[config.mk]
export PLATFORM = sky130hd
export DESIGN_NAME = ascii_to_scancode
export DESIGN_NICKNAME = d
export VERILOG_FILES = /design/src/rtl/ascii_to_scancode.sv
export SDC_FILE = /design/constraint.sdc
export NUM_CORES = 1
export LEC_CHECK = 0
export CAP_MARGIN = 20
export CORE_ASPECT_RATIO = 0.75
export CORE_MARGIN = 1
export CORE_UTILIZATION = 65
export CTS_BUF_LIST = sky130_fd_sc_hd__clkbuf_2
export DETAILED_ROUTE_END_ITERATION = 7
export PLACE_DENSITY = 0.93
export SYNTH_ARGS = -nofsm -noshare
export SYNTH_HDL_FRONTEND = slang
export SYNTH_SLANG_ARGS = --single-unit
export TNS_END_PERCENT = 50
[constraint.sdc]
create_clock -name clk -period 3.01 [get_ports clk]
set_input_delay 0.301 -clock clk [delete_from_list [all_inputs] [get_ports clk]]
set_output_delay 0.301 -clock clk [all_outputs]
set_load 0.02 [all_outputs]
[src/rtl/ascii_to_scancode.sv]
// ascii_to_scancode: turns one ASCII character into the PS/2 Set-2 byte stream a
// US keyboard would send for it (make, break prefix, make, with a left-shift wrap
// for shifted characters). Bytes leave on a valid/ready handshake, optionally
// separated by a fixed number of idle clocks.
module ascii_to_scancode #(
  parameter logic [7:0] SHIFT_CODE   = 8'h12,
  parameter logic [7:0] BREAK_PREFIX = 8'hF0,
  parameter int         GAP_CYCLES   = 0
) (
  input  logic       clk,
  input  logic       rst,
  input  logic [7:0] ascii_in,
  input  logic       ascii_valid,
  output logic       ascii_ready,
  output logic [7:0] code_out,
  output logic       code_valid,
  input  logic       code_ready,
  output logic       busy,
  output logic       unmapped
);

  typedef enum logic [2:0] {
    IDLE    = 3'd0,
    SH_MK   = 3'd1,
    MK      = 3'd2,
    BRK     = 3'd3,
    MK2     = 3'd4,
    SH_BRK  = 3'd5,
    SH_CODE = 3'd6
  } state_t;

  localparam logic [7:0] GAP_LOAD = 8'(GAP_CYCLES);

  // Character lookup: result is {mapped, shifted, make_code}.
  function automatic logic [9:0] map_char(input logic [7:0] c);
    logic [9:0] r;
    case (c)
      8'h61: r = {2'b10, 8'h1C};  8'h62: r = {2'b10, 8'h32};  8'h63: r = {2'b10, 8'h21};
      8'h64: r = {2'b10, 8'h23};  8'h65: r = {2'b10, 8'h24};  8'h66: r = {2'b10, 8'h2B};
      8'h67: r = {2'b10, 8'h34};  8'h68: r = {2'b10, 8'h33};  8'h69: r = {2'b10, 8'h43};
      8'h6A: r = {2'b10, 8'h3B};  8'h6B: r = {2'b10, 8'h42};  8'h6C: r = {2'b10, 8'h4B};
      8'h6D: r = {2'b10, 8'h3A};  8'h6E: r = {2'b10, 8'h31};  8'h6F: r = {2'b10, 8'h44};
      8'h70: r = {2'b10, 8'h4D};  8'h71: r = {2'b10, 8'h15};  8'h72: r = {2'b10, 8'h2D};
      8'h73: r = {2'b10, 8'h1B};  8'h74: r = {2'b10, 8'h2C};  8'h75: r = {2'b10, 8'h3C};
      8'h76: r = {2'b10, 8'h2A};  8'h77: r = {2'b10, 8'h1D};  8'h78: r = {2'b10, 8'h22};
      8'h79: r = {2'b10, 8'h35};  8'h7A: r = {2'b10, 8'h1A};
      8'h41: r = {2'b11, 8'h1C};  8'h42: r = {2'b11, 8'h32};  8'h43: r = {2'b11, 8'h21};
      8'h44: r = {2'b11, 8'h23};  8'h45: r = {2'b11, 8'h24};  8'h46: r = {2'b11, 8'h2B};
      8'h47: r = {2'b11, 8'h34};  8'h48: r = {2'b11, 8'h33};  8'h49: r = {2'b11, 8'h43};
      8'h4A: r = {2'b11, 8'h3B};  8'h4B: r = {2'b11, 8'h42};  8'h4C: r = {2'b11, 8'h4B};
      8'h4D: r = {2'b11, 8'h3A};  8'h4E: r = {2'b11, 8'h31};  8'h4F: r = {2'b11, 8'h44};
      8'h50: r = {2'b11, 8'h4D};  8'h51: r = {2'b11, 8'h15};  8'h52: r = {2'b11, 8'h2D};
      8'h53: r = {2'b11, 8'h1B};  8'h54: r = {2'b11, 8'h2C};  8'h55: r = {2'b11, 8'h3C};
      8'h56: r = {2'b11, 8'h2A};  8'h57: r = {2'b11, 8'h1D};  8'h58: r = {2'b11, 8'h22};
      8'h59: r = {2'b11, 8'h35};  8'h5A: r = {2'b11, 8'h1A};
      8'h30: r = {2'b10, 8'h45};  8'h31: r = {2'b10, 8'h16};  8'h32: r = {2'b10, 8'h1E};
      8'h33: r = {2'b10, 8'h26};  8'h34: r = {2'b10, 8'h25};  8'h35: r = {2'b10, 8'h2E};
      8'h36: r = {2'b10, 8'h36};  8'h37: r = {2'b10, 8'h3D};  8'h38: r = {2'b10, 8'h3E};
      8'h39: r = {2'b10, 8'h46};
      8'h20: r = {2'b10, 8'h29};  8'h0D: r = {2'b10, 8'h5A};  8'h08: r = {2'b10, 8'h66};
      8'h2D: r = {2'b10, 8'h4E};  8'h3D: r = {2'b10, 8'h55};  8'h2C: r = {2'b10, 8'h41};
      8'h2E: r = {2'b10, 8'h49};  8'h2F: r = {2'b10, 8'h4A};  8'h3B: r = {2'b10, 8'h4C};
      8'h27: r = {2'b10, 8'h52};
      // shifted digit row: ! @ # $ % ^ & * ( )
      8'h21: r = {2'b11, 8'h16};  8'h40: r = {2'b11, 8'h1E};  8'h23: r = {2'b11, 8'h26};
      8'h24: r = {2'b11, 8'h25};  8'h25: r = {2'b11, 8'h2E};  8'h5E: r = {2'b11, 8'h36};
      8'h26: r = {2'b11, 8'h3D};  8'h2A: r = {2'b11, 8'h3E};  8'h28: r = {2'b11, 8'h46};
      8'h29: r = {2'b11, 8'h45};
      // shifted punctuation: _ + < > ? : "
      8'h5F: r = {2'b11, 8'h4E};  8'h2B: r = {2'b11, 8'h55};  8'h3C: r = {2'b11, 8'h41};
      8'h3E: r = {2'b11, 8'h49};  8'h3F: r = {2'b11, 8'h4A};  8'h3A: r = {2'b11, 8'h4C};
      8'h22: r = {2'b11, 8'h52};
      default: r = {2'b00, 8'h00};
    endcase
    return r;
  endfunction

  // Byte presented while the FSM sits in a given state.
  function automatic logic [7:0] byte_for(input state_t st, input logic [7:0] mk);
    logic [7:0] b;
    case (st)
      SH_MK, SH_CODE: b = SHIFT_CODE;
      MK, MK2:        b = mk;
      BRK, SH_BRK:    b = BREAK_PREFIX;
      default:        b = 8'h00;
    endcase
    return b;
  endfunction

  state_t     state_r, state_s, succ_s;
  logic [7:0] code_out_r, code_out_s;
  logic       code_valid_r, code_valid_s;
  logic       busy_r, busy_s;
  logic       ready_r, ready_s;
  logic       unmapped_r, unmapped_s;
  logic [7:0] gap_r, gap_s;
  logic [7:0] make_r, make_s;
  logic       shifted_r, shifted_s;
  logic       advance_s;
  logic [9:0] map_s;

  // Next-state and next-output computation for the encoder FSM.
  always_comb begin
    state_s      = state_r;
    code_out_s   = code_out_r;
    code_valid_s = code_valid_r;
    busy_s       = busy_r;
    ready_s      = ready_r;
    unmapped_s   = 1'b0;
    gap_s        = gap_r;
    make_s       = make_r;
    shifted_s    = shifted_r;
    advance_s    = 1'b0;
    map_s        = map_char(ascii_in);

    case (state_r)
      SH_MK:   succ_s = MK;
      MK:      succ_s = BRK;
      BRK:     succ_s = MK2;
      MK2:     succ_s = shifted_r ? SH_BRK : IDLE;
      SH_BRK:  succ_s = SH_CODE;
      SH_CODE: succ_s = IDLE;
      default: succ_s = IDLE;
    endcase

    if (state_r == IDLE) begin
      if (ascii_valid && ready_r) begin
        ready_s = 1'b0;
        if (map_s[9]) begin
          shifted_s    = map_s[8];
          make_s       = map_s[7:0];
          state_s      = map_s[8] ? SH_MK : MK;
          code_out_s   = map_s[8] ? SHIFT_CODE : map_s[7:0];
          code_valid_s = 1'b1;
          busy_s       = 1'b1;
        end else begin
          // unmapped: one-cycle pulse, ready drops for that cycle only
          unmapped_s = 1'b1;
        end
      end else begin
        ready_s = 1'b1;
      end
    end else if (gap_r != 8'd0) begin
      // idle spacing after a handshake; the move on happens as it expires
      gap_s     = gap_r - 8'd1;
      advance_s = (gap_r == 8'd1);
    end else if (code_valid_r && code_ready) begin
      if (GAP_LOAD != 8'd0) begin
        code_valid_s = 1'b0;
        gap_s        = GAP_LOAD;
      end else begin
        advance_s = 1'b1;
      end
    end else begin
      // stalled: hold code_out/code_valid unchanged
      state_s = state_r;
    end

    if (advance_s) begin
      state_s = succ_s;
      if (succ_s == IDLE) begin
        code_valid_s = 1'b0;
        busy_s       = 1'b0;
        ready_s      = 1'b1;
      end else begin
        code_valid_s = 1'b1;
        code_out_s   = byte_for(succ_s, make_r);
      end
    end else begin
      advance_s = 1'b0;
    end
  end

  // State and output registers; reset abandons any sequence in flight.
  always_ff @(posedge clk or posedge rst) begin
    if (rst) begin
      state_r      <= IDLE;
      code_out_r   <= 8'h00;
      code_valid_r <= 1'b0;
      busy_r       <= 1'b0;
      ready_r      <= 1'b0;
      unmapped_r   <= 1'b0;
      gap_r        <= 8'd0;
      make_r       <= 8'h00;
      shifted_r    <= 1'b0;
    end else begin
      state_r      <= state_s;
      code_out_r   <= code_out_s;
      code_valid_r <= code_valid_s;
      busy_r       <= busy_s;
      ready_r      <= ready_s;
      unmapped_r   <= unmapped_s;
      gap_r        <= gap_s;
      make_r       <= make_s;
      shifted_r    <= shifted_s;
    end
  end

  assign ascii_ready = ready_r;
  assign code_out    = code_out_r;
  assign code_valid  = code_valid_r;
  assign busy        = busy_r;
  assign unmapped    = unmapped_r;

endmodule

==> reports/results.ini <==
[logic_synthesis]
synth_seq_area_share_pct = 29.1
syn-mean-instance-area_um2 = 8.34
synthFlopType = dfrtp_1
synth_top_cell_by_area = dfrtp_1
yosys_warnings = 0
synth-async-reset-ratio_pct = 100
syn-num-nets = 343
syn_area_um2 = 2670
syn_inst = 320
synth_cell_types = 66
synth.area.top_cells = dfrtp_1, ha_1, o21ai_0
synth_edf_count = 0
ys_ff_latch = 31
synth_top_area_share_pct = 29.1

[floorplanning]
ios = 24
start_util_pct = 70.2
die_h_um = 57.5
chipWidth_um = 76.0
core_area_um2 = 3800
dieArea_um2 = 4370
rows = 19

[final_layout]
final_common_cell = nand2_1
area_growth_pct = 14.9
multiInputGateArea_um2 = 1690
fillCellCount = 254
antenna_cells = 0
stdcell_count = 399
final_cell_mix = nand2_1, dfrtp_1, o21ai_0, clkdlybuf4s50_1, buf_4
ff_latch_area_um2 = 776
drive_gt1_share_pct = 12.7
final_net_count = 369

[sta]
fin_crit_ns = 2.50
finalClockSkew_ns = 0.0128
fin_crit_sh_pct = 83.1
setup_tns_ns = 0
hold_viol_final = 0
tightest_slew_ns = 0.576
drv_slew = 0
max_freq_mhz = 400
finalSetupViolCount = 0
rsz0062_at_grt = no
slew_headroom_pct = 61.5

[place]
routabilityCongestion = 1.11
dp.cells = 391
dp_hpwl_um = 5330
io_buffers = 23

[detailed_routing]
num_vias = 2740
first_pass_iters = 6
met1_length_um = 3030
met2_length_um = 2940
avgViaCountPerCell = 6.87
drt_iter0_drc = 499
highest_layer = met4
dr_wl_met3_um = 982
drc = 0
wire_per_inst_um = 17.8
drt_wl_total_um = 7100
ant_nets = 0

[setup_path]
end_kind = flop
worstSetupPathType = input pin to flop
critical_path_required_ns = 3.32
worstPathMaxFanout = 10
critPathLaunchType = input pin
cp.arrival_ns = 2.81

[clocking]
numCtsBuffers = 5
ctsHtreeMaxLevel = 2
worstSkewPairLatency_ns = 0.38
cts_tree = yes
root_buffer = clkbuf_2
clock_tree.buffer_depth = 2
postCtsResizedCells = 0
cts_hold_buf = 0
path_clk_slew_ns = 0.17
cts_sinks = 31
cts_setup_buffers = 0

[flow_run]
max-cap-violations = 0

[min_path]
hold_class = input pin to async pin

[power]
power_density_nw_per_um2 = 605
peakVddDrop_mv = 0.601
leakage_nw = 1.32

[outcome]
outcome = complete, no violations

[grt]
grt_pass1_vias = 2366
grt_antenna_before_repair = 0
grt_overflow_total = 0
grtUsageTotal_pct = 34.7
grt_max_degree = 41
grt_pass1_wl_um = 11700

-- worst max-delay path: stages --
cell             delay, ns
clkdlybuf4s50_1       0.52
inv_1                 0.15
ha_1                  0.27
nand2b_1              0.16
a221oi_2              0.46
o211ai_4              0.20
and3b_1               0.45
nand2_1               0.10
a32oi_1               0.20
-- worst paths after layout --
kind	from	depth (start not counted)	endpoint	slack [ns]
max reg2reg	gap_r[2]	5	code_out[6]	0.67
min	rst	3	code_out[4]	0.26
max	ascii_in[0]	9	code_out[5]	0.51
min in group clk	gap_r[4]	1	gap_r[4]	0.51
min reg2reg	gap_r[4]	1	gap_r[4]	0.51
max in group asynchronous	rst	3	state_r[0]	2.48
-- cell families after synthesis --
family                     share of synthesized area (%)
and+or+nand+nor                                     22.4
buffers and inverters                               7.78
DFF                                                 29.1
adders and majority gates                           5.16
AOI/OAI and AO/OA                                   28.1
xor gates and xnor gates                            2.63
muxes                                               4.88
-- state kept, by name (all words and copies together) (netlist names) --
register	count
state_r	3
unmapped	1
make_r	7
busy	1
code_valid	1
code_out	8
shifted_r	1
gap_r	8
ascii_ready	1
-- layout make-up --
type / instances / share of cell area [%]
multi-input combinational: 249 / 55.0
clock buffer: 5 / 0.816
inverter: 13 / 1.59
clock inverter: 3 / 1.26
tap: 52 / 2.12
timing repair buffer: 46 / 14.0
sequential: 31 / 25.3
-- metal layers --
layer	vias to the layer above	GRT usage [%]
li1	1226	-
met1	1265	51.6
met2	222	50.0
met3	27	9.44
met4	0	8.79
met5	-	0
-- power breakdown --
group	switching, W	total, W	internal [W]
clock	0.000150	0.000287	0.000137
sequential	0.000128	0.000686	0.000558
combinational	0.000476	0.000881	0.000405
total	0.000754	0.00185	0.00110
-- synth_stat cells (all sizes together), types with 5 or more instances --
cell type  count
a31oi          5
nand2b        19
ha            11
xor2           5
a211oi         5
dfrtp         31
nor2b          5
nor2          19
nand2         34
nor3          10
o211ai         6
inv           13
o21ai         25
nand3          7
a21oi         20
clkbuf         6
buf           21
-- metrics by stage --
stage	hold slack, ns	area, um^2	util [%]	setup WS (ns)	total power [W]
2_1_floorplan	0.405	2670	-	0.997	0.00123
4_1_cts	0.271	3070	80.6	0.588	0.00184
3_3_place_gp	0.467	3000	78.9	0.249	0.00151
5_1_grt	0.321	3070	80.6	0.375	0.00196
6_report	0.261	3070	80.6	0.507	0.00185
3_5_place_dp	0.477	3000	78.9	0.164	0.00155
(Power assumes the default switching activity.)
